[src/rtl/rf_pkg.sv]
// Shared constants and FSM state type for the pipelined register file
// with scoreboard and sequential clear.
package rf_pkg;

  localparam int RF_A_WIDTH  = 5;
  localparam int RF_D_WIDTH  = 32;
  localparam int RF_TRIG_REG = 9;
  localparam int RF_A0_REG   = 10;

  typedef enum logic [0:0] {
    ST_IDLE  = 1'b0,
    ST_CLEAR = 1'b1
  } rf_state_t;

endpackage

[src/rtl/rf_scoreboard.sv]
// Pending-producer scoreboard: one bit per register, set on issue, cleared on
// committed writeback, flushed as a whole. Entry 0 is never pending.
module rf_scoreboard
  import rf_pkg::*;
#(
  parameter int A_WIDTH = RF_A_WIDTH
) (
  input  logic               clk,
  input  logic               rst,
  input  logic               flush,
  input  logic               set_en,
  input  logic [A_WIDTH-1:0] set_idx,
  input  logic               clr_en,
  input  logic [A_WIDTH-1:0] clr_idx,
  input  logic [A_WIDTH-1:0] ad1,
  input  logic [A_WIDTH-1:0] ad2,
  output logic               pend1,
  output logic               pend2
);

  localparam int DEPTH = 2 ** A_WIDTH;

  logic [DEPTH-1:0] pending_r;
  logic [DEPTH-1:0] pending_next_s;

  // Next pending vector: flush beats everything, set beats a same-entry clear.
  always_comb begin
    pending_next_s    = pending_r;
    pending_next_s[0] = 1'b0;
    for (int i = 1; i < DEPTH; i++) begin
      if (flush) begin
        pending_next_s[i] = 1'b0;
      end else if (set_en && (set_idx == A_WIDTH'(i))) begin
        pending_next_s[i] = 1'b1;
      end else if (clr_en && (clr_idx == A_WIDTH'(i))) begin
        pending_next_s[i] = 1'b0;
      end else begin
        pending_next_s[i] = pending_r[i];
      end
    end
  end

  // Pending vector state.
  always_ff @(posedge clk or posedge rst) begin
    if (rst) begin
      pending_r <= {DEPTH{1'b0}};
    end else begin
      pending_r <= pending_next_s;
    end
  end

  // Lookups see only the stored vector, never a same-cycle clear.
  assign pend1 = pending_r[ad1];
  assign pend2 = pending_r[ad2];

endmodule

[src/rtl/rf_pipe.sv]
// Register file with write-through read bypass, trigger register, a0 mirror,
// issue scoreboard and a one-register-per-cycle clear sequence.
module rf_pipe
  import rf_pkg::*;
#(
  parameter int A_WIDTH  = RF_A_WIDTH,
  parameter int D_WIDTH  = RF_D_WIDTH,
  parameter int TRIG_REG = RF_TRIG_REG,
  parameter int A0_REG   = RF_A0_REG
) (
  input  logic               clk,
  input  logic               rst,
  input  logic               we3,
  input  logic [A_WIDTH-1:0] ad3,
  input  logic [D_WIDTH-1:0] wd3,
  input  logic [A_WIDTH-1:0] ad1,
  input  logic [A_WIDTH-1:0] ad2,
  output logic [D_WIDTH-1:0] rd1,
  output logic [D_WIDTH-1:0] rd2,
  input  logic               issue_v,
  input  logic [A_WIDTH-1:0] issue_rd,
  output logic               pend1,
  output logic               pend2,
  input  logic               trigger,
  input  logic               clr_req,
  output logic               clr_busy,
  output logic [D_WIDTH-1:0] a0
);

  localparam int                 DEPTH     = 2 ** A_WIDTH;
  localparam logic [A_WIDTH-1:0] IDX_ZERO  = {A_WIDTH{1'b0}};
  localparam logic [A_WIDTH-1:0] IDX_ONE   = {{(A_WIDTH-1){1'b0}}, 1'b1};
  localparam logic [A_WIDTH-1:0] IDX_LAST  = {A_WIDTH{1'b1}};
  localparam logic [A_WIDTH-1:0] TRIG_IDX  = A_WIDTH'(TRIG_REG);
  localparam logic [D_WIDTH-1:0] DATA_ZERO = {D_WIDTH{1'b0}};
  localparam logic [D_WIDTH-1:0] DATA_ONE  = {{(D_WIDTH-1){1'b0}}, 1'b1};

  rf_state_t          state_r;
  rf_state_t          state_next_s;
  logic [A_WIDTH-1:0] clr_idx_r;
  logic [D_WIDTH-1:0] regs_r [DEPTH];

  logic idle_s;
  logic wr_en_s;
  logic trig_en_s;
  logic start_clr_s;

  // Qualified strobes: nothing architectural happens while clearing.
  always_comb begin
    idle_s      = (state_r == ST_IDLE);
    wr_en_s     = idle_s && we3 && (ad3 != IDX_ZERO);
    trig_en_s   = idle_s && trigger && !(wr_en_s && (ad3 == TRIG_IDX));
    start_clr_s = idle_s && clr_req;
  end

  // Clear FSM next state and busy flag.
  always_comb begin
    state_next_s = state_r;
    clr_busy     = 1'b0;
    case (state_r)
      ST_IDLE: begin
        clr_busy = 1'b0;
        if (clr_req) begin
          state_next_s = ST_CLEAR;
        end else begin
          state_next_s = ST_IDLE;
        end
      end
      ST_CLEAR: begin
        clr_busy = 1'b1;
        if (clr_idx_r == IDX_LAST) begin
          state_next_s = ST_IDLE;
        end else begin
          state_next_s = ST_CLEAR;
        end
      end
      default: begin
        clr_busy     = 1'b0;
        state_next_s = ST_IDLE;
      end
    endcase
  end

  // Clear FSM state register.
  always_ff @(posedge clk or posedge rst) begin
    if (rst) begin
      state_r <= ST_IDLE;
    end else begin
      state_r <= state_next_s;
    end
  end

  // Clear index starts at 1 and saturates at the terminal entry.
  always_ff @(posedge clk or posedge rst) begin
    if (rst) begin
      clr_idx_r <= IDX_ZERO;
    end else if (start_clr_s) begin
      clr_idx_r <= IDX_ONE;
    end else if ((state_r == ST_CLEAR) && (clr_idx_r != IDX_LAST)) begin
      clr_idx_r <= clr_idx_r + IDX_ONE;
    end else begin
      clr_idx_r <= clr_idx_r;
    end
  end

  // Register array: writeback and trigger in IDLE, one zeroing per cycle in CLEAR.
  always_ff @(posedge clk or posedge rst) begin
    if (rst) begin
      for (int i = 0; i < DEPTH; i++) begin
        regs_r[i] <= DATA_ZERO;
      end
    end else begin
      case (state_r)
        ST_IDLE: begin
          if (trig_en_s) begin
            regs_r[TRIG_REG] <= DATA_ONE;
          end
          if (wr_en_s) begin
            regs_r[ad3] <= wd3;
          end
        end
        ST_CLEAR: begin
          regs_r[clr_idx_r] <= DATA_ZERO;
        end
        default: begin
          regs_r[0] <= DATA_ZERO;
        end
      endcase
    end
  end

  // Read ports with write-through bypass; entry 0 is hardwired to zero.
  always_comb begin
    rd1 = DATA_ZERO;
    rd2 = DATA_ZERO;
    if (ad1 == IDX_ZERO) begin
      rd1 = DATA_ZERO;
    end else if (wr_en_s && (ad3 == ad1)) begin
      rd1 = wd3;
    end else begin
      rd1 = regs_r[ad1];
    end
    if (ad2 == IDX_ZERO) begin
      rd2 = DATA_ZERO;
    end else if (wr_en_s && (ad3 == ad2)) begin
      rd2 = wd3;
    end else begin
      rd2 = regs_r[ad2];
    end
  end

  assign a0 = regs_r[A0_REG];

  rf_scoreboard #(
    .A_WIDTH (A_WIDTH)
  ) u_scoreboard (
    .clk     (clk),
    .rst     (rst),
    .flush   (start_clr_s),
    .set_en  (idle_s && issue_v),
    .set_idx (issue_rd),
    .clr_en  (wr_en_s),
    .clr_idx (ad3),
    .ad1     (ad1),
    .ad2     (ad2),
    .pend1   (pend1),
    .pend2   (pend2)
  );

endmodule

[config.mk]
export PLATFORM = sky130hd
export DESIGN_NAME = rf_pipe
export DESIGN_NICKNAME = d
export VERILOG_FILES = /design/src/rtl/rf_pkg.sv /design/src/rtl/rf_scoreboard.sv /design/src/rtl/rf_pipe.sv
export SDC_FILE = /design/constraint.sdc
export NUM_CORES = 2
export LEC_CHECK = 0
export CAP_MARGIN = 5
export CORE_ASPECT_RATIO = 1.1
export CORE_UTILIZATION = 50
export DETAILED_ROUTE_END_ITERATION = 12
export PLACE_DENSITY = 0.67
export SLEW_MARGIN = 20
export SYNTH_ARGS = -nofsm -noshare
export SYNTH_HDL_FRONTEND = slang
export SYNTH_HIERARCHICAL = 1
export SYNTH_SLANG_ARGS = --single-unit
[constraint.sdc]
create_clock -name clk -period 46.4 [get_ports clk]
set_input_delay 9.28 -clock clk [delete_from_list [all_inputs] [get_ports clk]]
set_output_delay 9.28 -clock clk [all_outputs]
set_load 0.05 [all_outputs]
After elaboration in Yosys (flattened, before gate mapping)
Cells that the tools add are included.
{"block": "op_classes", "magnitude_cmp": 8, "eq_ne": 67, "n_reduce_logical": 109, "addsub": 1, "mux": 122, "bitwise": 7}
{"operator": "$pmux W1024 S2", "count": 1}
{"operator": "$and A1024 B1024 Y1024", "count": 1}
{"operator": "$bwmux W1024", "count": 1}
{"operator": "$mux W1024", "count": 1}
{"operator": "$not A1024 Y1024", "count": 1}
{"operator": "$mux W32", "count": 12}
{"operator": "$bmux W32 S5", "count": 2}
{"operator": "$demux W32 S5", "count": 2}
{"operator": "$eq A5 B5 Y1 const B", "count": 33}
{"operator": "$mux W1", "count": 97}
{"operator": "$reduce_bool A3 Y1", "count": 31}
{"operator": "$eq A5 B4 Y1 const B", "count": 16}
{"operator": "$logic_and A1 B1 Y1", "count": 73}
{"operator": "$eq A5 B3 Y1 const B", "count": 8}
{"operator": "$ge A6 B6 Y1 const B", "count": 4}
{"operator": "$not A5 Y6", "count": 4}
{"operator": "$eq A5 B2 Y1 const B", "count": 4}
{"operator": "$lt A5 B6 Y1 const B", "count": 2}
{"operator": "$lt A6 B1 Y1 const B", "count": 2}
{"operator": "$bmux W1 S5", "count": 2}
{"operator": "$eq A5 B1 Y1 const B", "count": 2}
{"operator": "$eq A5 B5 Y1", "count": 2}
{"operator": "$logic_not A5 Y1", "count": 2}
{"operator": "$mux W5", "count": 2}
{"operator": "8 further kinds", "count": 9}
{"block": "word_totals", "ff_bits": 1061, "out_inout_bits": 99, "input_bits": 58, "elab_cells": 379}

Depth between registers and ports, before layout
{"block": "logic_depth", "ltp_word": 11, "ltp_mapped": 11, "depth_no_buf": 8}

Modules after synthesis
The synthesis kept the hierarchy.
{"module": "rf_pipe", "area_per_inst_um2": 55354.3, "cells_per_inst": 4399, "n_inst": 1}
{"module": "rf_scoreboard", "area_per_inst_um2": 1975.6, "cells_per_inst": 236, "n_inst": 1}

Worst setup path before layout
OpenSTA, ideal clock, no wires.
{"block": "synth_path", "kind": "in2out", "from": "input ad3[4]", "to": "output rd1[17]", "path_stages": 7, "path_slack_ns": 25.429, "arrival_ns": 11.691, "cell_sequence": "buf_4 > or3_4 > o31a_4 > nand4_4 > buf_2 > nor2_1 > a211oi_1"}
{"block": "synth_via", "elab_chain_len": 5, "elab_cells_between_ends": 6, "cone_classes": "1 x eq/ne; 2 x mux; 3 x reduce/logical"}
{"item": "start, declared", "line_no": "rf_pipe.sv:14", "text": "input logic [A_WIDTH-1:0] ad3,"}
{"item": "$reduce_bool A5 Y1", "line_no": "rf_pipe.sv:51", "text": "wr_en_s = idle_s && we3 && (ad3 != IDX_ZERO);"}
{"item": "$logic_and A1 B1 Y1", "line_no": "rf_pipe.sv:51"}
{"item": "via wr_en_s", "line_no": "rf_pipe.sv:44", "text": "logic wr_en_s;"}
{"item": "$logic_and A1 B1 Y1", "line_no": "rf_pipe.sv:138", "text": "end else if (wr_en_s && (ad3 == ad1)) begin"}
{"item": "$mux W32", "line_no": "rf_pipe.sv:138"}
{"item": "$mux W32", "line_no": "rf_pipe.sv:136", "text": "if (ad1 == IDX_ZERO) begin"}
{"item": "end, declared", "line_no": "rf_pipe.sv:18", "text": "output logic [D_WIDTH-1:0] rd1,"}
The timed path passes the listed nets, and every way through them passes these cells.

Worst setup path after layout
{"block": "layout_path", "from": "input ad1[0]", "to": "output rd1[12]"}
{"block": "layout_via", "elab_chain_len": 6, "elab_cells_between_ends": 9, "cone_classes": "1 x eq/ne; 5 x mux; 1 x bitwise; 2 x reduce/logical"}
{"item": "start, declared", "line_no": "rf_pipe.sv:16", "text": "input logic [A_WIDTH-1:0] ad1,"}
{"item": "$not A5 Y6 (implied by the code)", "line_no": "rf_pipe.sv:141", "text": "rd1 = regs_r[ad1];"}
{"item": "$bmux W32 S5", "line_no": "rf_pipe.sv:141"}
{"item": "$mux W32 (implied by the code) (2 in series)", "line_no": "rf_pipe.sv:141"}
{"item": "$mux W32", "line_no": "rf_pipe.sv:138"}
{"item": "$mux W32 *", "line_no": "rf_pipe.sv:136"}
Mark *: on every way between the ends. The rest lies on a longest branch, timed or not. The select of a mux whose other input is x is not followed.

==> impl.org <==
** Run status
- Outcome :: finished, final reports clean

** Worst setup path
- Nature of the critical path endpoint :: primary output
- Among all stages on the critical path, the largest delay is contributed by sky130_fd_sc_hd__clkdlybuf4s50_1.
- On the worst path, the slowest cell contributes a delay of 0.99 ns.
- Grouping stages by cell kind, the critical path spends the most delay in buffers and inverters.
- The worst setup path is launched from a primary input.
- Cells along the critical path :: buf_8 > buf_12 > buf_4 > buf_4 > mux2i_1 > a221oi_1 > o21ai_0 > o22a_1 > a211oi_1 > clkdlybuf4s50_1
- In this run the critical register-to-register path is captured at regs_r[501].
- Crit-path most repeated cell :: sky130_fd_sc_hd__buf_4
- The most critical setup path has its startpoint at ad1[0].
- Maximum fanout count along the critical path :: 81
- The startpoint identified for the worst register-to-register timing path is state_r.
- Counting both buffers and inverters, the worst setup path holds a total of 5.
- The most critical setup path has its endpoint at rd1[12].
- Worst setup path class :: primary input to primary output
- Register-to-register path setup slack :: 42.65 ns
- Required @ worst endpoint :: 37.12 ns
- Cell count of the worst reg-to-reg path :: 7
- Arrival time of the worst setup path :: 15.23 ns
- Counting buffers and inverters, the worst setup path is 10 cells deep.

** Drt
- First-pass DRT Iterations :: 6
- The first routing iteration left 7654 violations.
- Total wirelength of the detailed-routed design :: 228 mm
- Final ANT Viol Nets :: 0
- Via total after detailed routing :: 47300
- Routed via count divided by cell count :: 7.80
- Routed wire per std cell :: 37.6 um
- In the routed design, unresolved DRC markers number 0.

** Placed design
- Cell area after placement :: 0.0595 mm^2
- After legalization and detailed placement, the total HPWL measured 128 mm.
- # port buffers :: 156
- Routability-driven placement finished with a final weighted congestion of 0.942.

** CTS
- Clock-pin slew was measured on the worst setup and hold paths at 0.06 ns.
- The clock net in this run drives a total of 1061 sinks.
- The tree is rooted in a sky130_fd_sc_hd__clkbuf_16.
- H-tree depth :: 3
- Maximum buffer depth of the clock tree :: 3
- Post-CTS repair changed the size of 0 cells.
- Buffers inserted to repair hold after CTS numbered 0.
- Setup Buffers After CTS :: 0
- Insertion delay to the later sink of the worst-skew pair :: 0.73 ns
- Clock buffers created by TritonCTS :: 114
- TritonCTS built the clock tree.

** Die
- Once the floorplan was initialized, standard cells occupied 50.7% of the core.
- Chip Width :: 325 um
- From bottom edge to top edge, the die measures 357 um.
- The core region is 0.113 mm^2.
- Row generation in the floorplan step produced 129 rows.
- 157 I/O pins were placed.
- Area of the die :: 0.116 mm^2

** Logic synthesis
- In the synthesized netlist, the number of instances is 4635.
- Yosys printed 6 warnings.
- Top-area cell type share of the netlist area :: 46.3%
- sky130_fd_sc_hd__dfrtp_1 is the most common cell in the netlist.
- Syn Std Cell Area :: 0.0573 mm^2
- For this run, asynchronously set or reset flops after synthesis account for 100%.
- Top flip-flop cell by instance count after synthesis :: sky130_fd_sc_hd__dfrtp_1
- The synthesized netlist contains 75 unique library cells.
- Leading cell types by count after synthesis :: sky130_fd_sc_hd__dfrtp_1, sky130_fd_sc_hd__a22o_1, sky130_fd_sc_hd__mux2i_1
- Number of enable flip-flop cells after synthesis :: 0
- Of the synthesized area, sequential elements account for 46.3%.
- Synth Area per Inst :: 12.4 um^2
- Largest cells by area after synthesis :: sky130_fd_sc_hd__dfrtp_1, sky130_fd_sc_hd__a22o_1, sky130_fd_sc_hd__mux4_2
- After synthesis the netlist holds a flip-flop and latch count of 1061.
- The number of nets in the synthesized netlist is 4698.
- Top cell type by total area after synthesis :: sky130_fd_sc_hd__dfrtp_1

** STA
- Aggregate negative setup slack :: 0 ns
- Final hold slack :: 0.513 ns
- After layout, the minimum clock period comes to 24.51 ns.
- At the pin with the least slew margin, the transition time is 1.26 ns.
- Final-report max-slew violation count :: 0
- After layout, the worst path uses 52.8% of the clock period.
- Setup violations remaining at the end of the flow were counted as 0.
- RSZ-0062 raised after global routing :: false
- Headroom to the max-slew limit :: 15.3%
- Derived from the worst setup path, the maximum achievable clock frequency is 40.8 MHz.
- Hold Fails Final Rpt :: 0
- Clock tree skew after final layout :: 0.0372 ns

** Global routing
- Entering global routing, the biggest net connects 177 pins.
- The number of global-route vias before repair is 46200.
- Grt total ovfl :: 0
- The initial antenna violation count was 6.
- Wire length of the first global-routing pass :: 329 mm
- In the global route stage, overall resource usage came out at 38.8%.

** Cells and area
- Counting the fill cells in the layout gives 9255.
- Multi-input logic area :: 0.0281 mm^2
- The area growth from synthesis to layout is 10.3%.
- In the final layout, flip-flops and latches occupy 0.0266 mm^2.
- Finished layout cell area :: 0.0632 mm^2
- Of the cells placed in the final design, the portion with a size suffix greater than 1 is 17.3%.
- Net count, final :: 4529

** Pwr
- Power spread over the standard cell area amounts to 45.6 mW/mm^2.
- Leakage dissipation :: 0.0279 uW
- The completed layout was analyzed and its total power is 2880 uW.
- Across the VDD grid, the largest voltage drop is 0.0415 mV.

** Run
- Max-cap check violation count :: 0

** Worst hold path
- Type of the worst min-delay path :: flip-flop to flip-flop
[flip-flops by register name, summed over array words and instances (netlist names)]
name	cells
regs_r	992
a0	32
clr_idx_r	5
state_r	1
u_scoreboard/pending_r	31
[worst reg2reg max path, cell delays in order, from the launching register on]
cell	delay (ns)
sky130_fd_sc_hd__dfrtp_2	0.47
sky130_fd_sc_hd__and2b_1	0.60
sky130_fd_sc_hd__nand2_1	0.60
sky130_fd_sc_hd__nor2_4	0.21
sky130_fd_sc_hd__buf_4	0.70
sky130_fd_sc_hd__a21oi_4	0.37
sky130_fd_sc_hd__buf_4	0.42
sky130_fd_sc_hd__a22o_1	0.25
[power breakdown]
group	switching [uW]	total [uW]	internal, uW
Sequential	141	1220	1080
Clock	397	932	536
Combinational	426	729	303
[metrics by stage]
step                worst slack (ns)  cells  utilization (%)
detailed placement             22.04   5856             52.6
finish                         21.89   6063             55.9
global placement               22.02   5856             52.6
CTS                            22.00   6056             55.9
floorplan                       8.13   4635                -
global route                   21.68   6057             55.9
[metal layers]
metal | wire (um) | vias to the layer above | track usage, %
li1 | - | 17900 | -
met1 | 82300 | 24200 | 50.8
met2 | 96600 | 4216 | 55.4
met3 | 32800 | 996 | 13.8
met4 | 16100 | 2 | 23.6
met5 | 96 | - | 0.604
[cell type report]
cell class | count | share of cell area [%]
Clock inverter | 39 | 0.694
Sequential cell | 1061 | 42.0
Tap cell | 1506 | 2.98
Timing Repair Buffer | 324 | 4.60
Multi-Input combinational cell | 2953 | 44.4
Inverter | 12 | 0.0831
Antenna cell | 7 | 0.0277
Clock buffer | 161 | 5.22
[cells by family (layout without fill, tap and decap cells)]
family          count (synthesis)  count (layout)  synth area share, %
compound gates               1632            1632                 22.5
xor+xnor                       13              13                0.199
fa+ha+maj                       5               5                0.109
buf+inv                       621             536                 5.86
flops                        1061            1061                 46.3
mux                           760             760                 20.5
other cells                     0               7                    0
simple gates                  543             543                 4.48
[placed cells by master, fill, tap and decap left out, drive strengths merged, types with 17 or more instances in the layout]
master	netlist	routed
dfrtp	1061	1061
a22o	963	963
mux2i	427	427
mux4	331	331
nand2	196	196
buf	271	176
clkbuf	338	163
o21ai	162	162
clkdlybuf4s50	0	146
nor2	128	128
a21oi	123	123
a22oi	104	104
a221oi	93	93
nor3	57	57
nand3	45	45
o22ai	43	43
and2	41	41
o211ai	28	28
a31oi	28	28
clkinv	0	26
a221o	24	24
nor2b	21	21
a211oi	17	17
[how the worst min path moves through the flow]
stage,startpoint,slack [ns],end,depth (start not counted)
CTS,regs_r[1017],0.51,regs_r[1017],1
global placement,regs_r[1014],0.48,regs_r[1014],1
global route,regs_r[1017],0.52,regs_r[1017],1
finish,regs_r[1018],0.51,regs_r[1018],1
floorplan,regs_r[1007],0.47,regs_r[1007],1
detailed placement,regs_r[1017],0.49,regs_r[1017],1
Power figures use the tool's default switching activity.
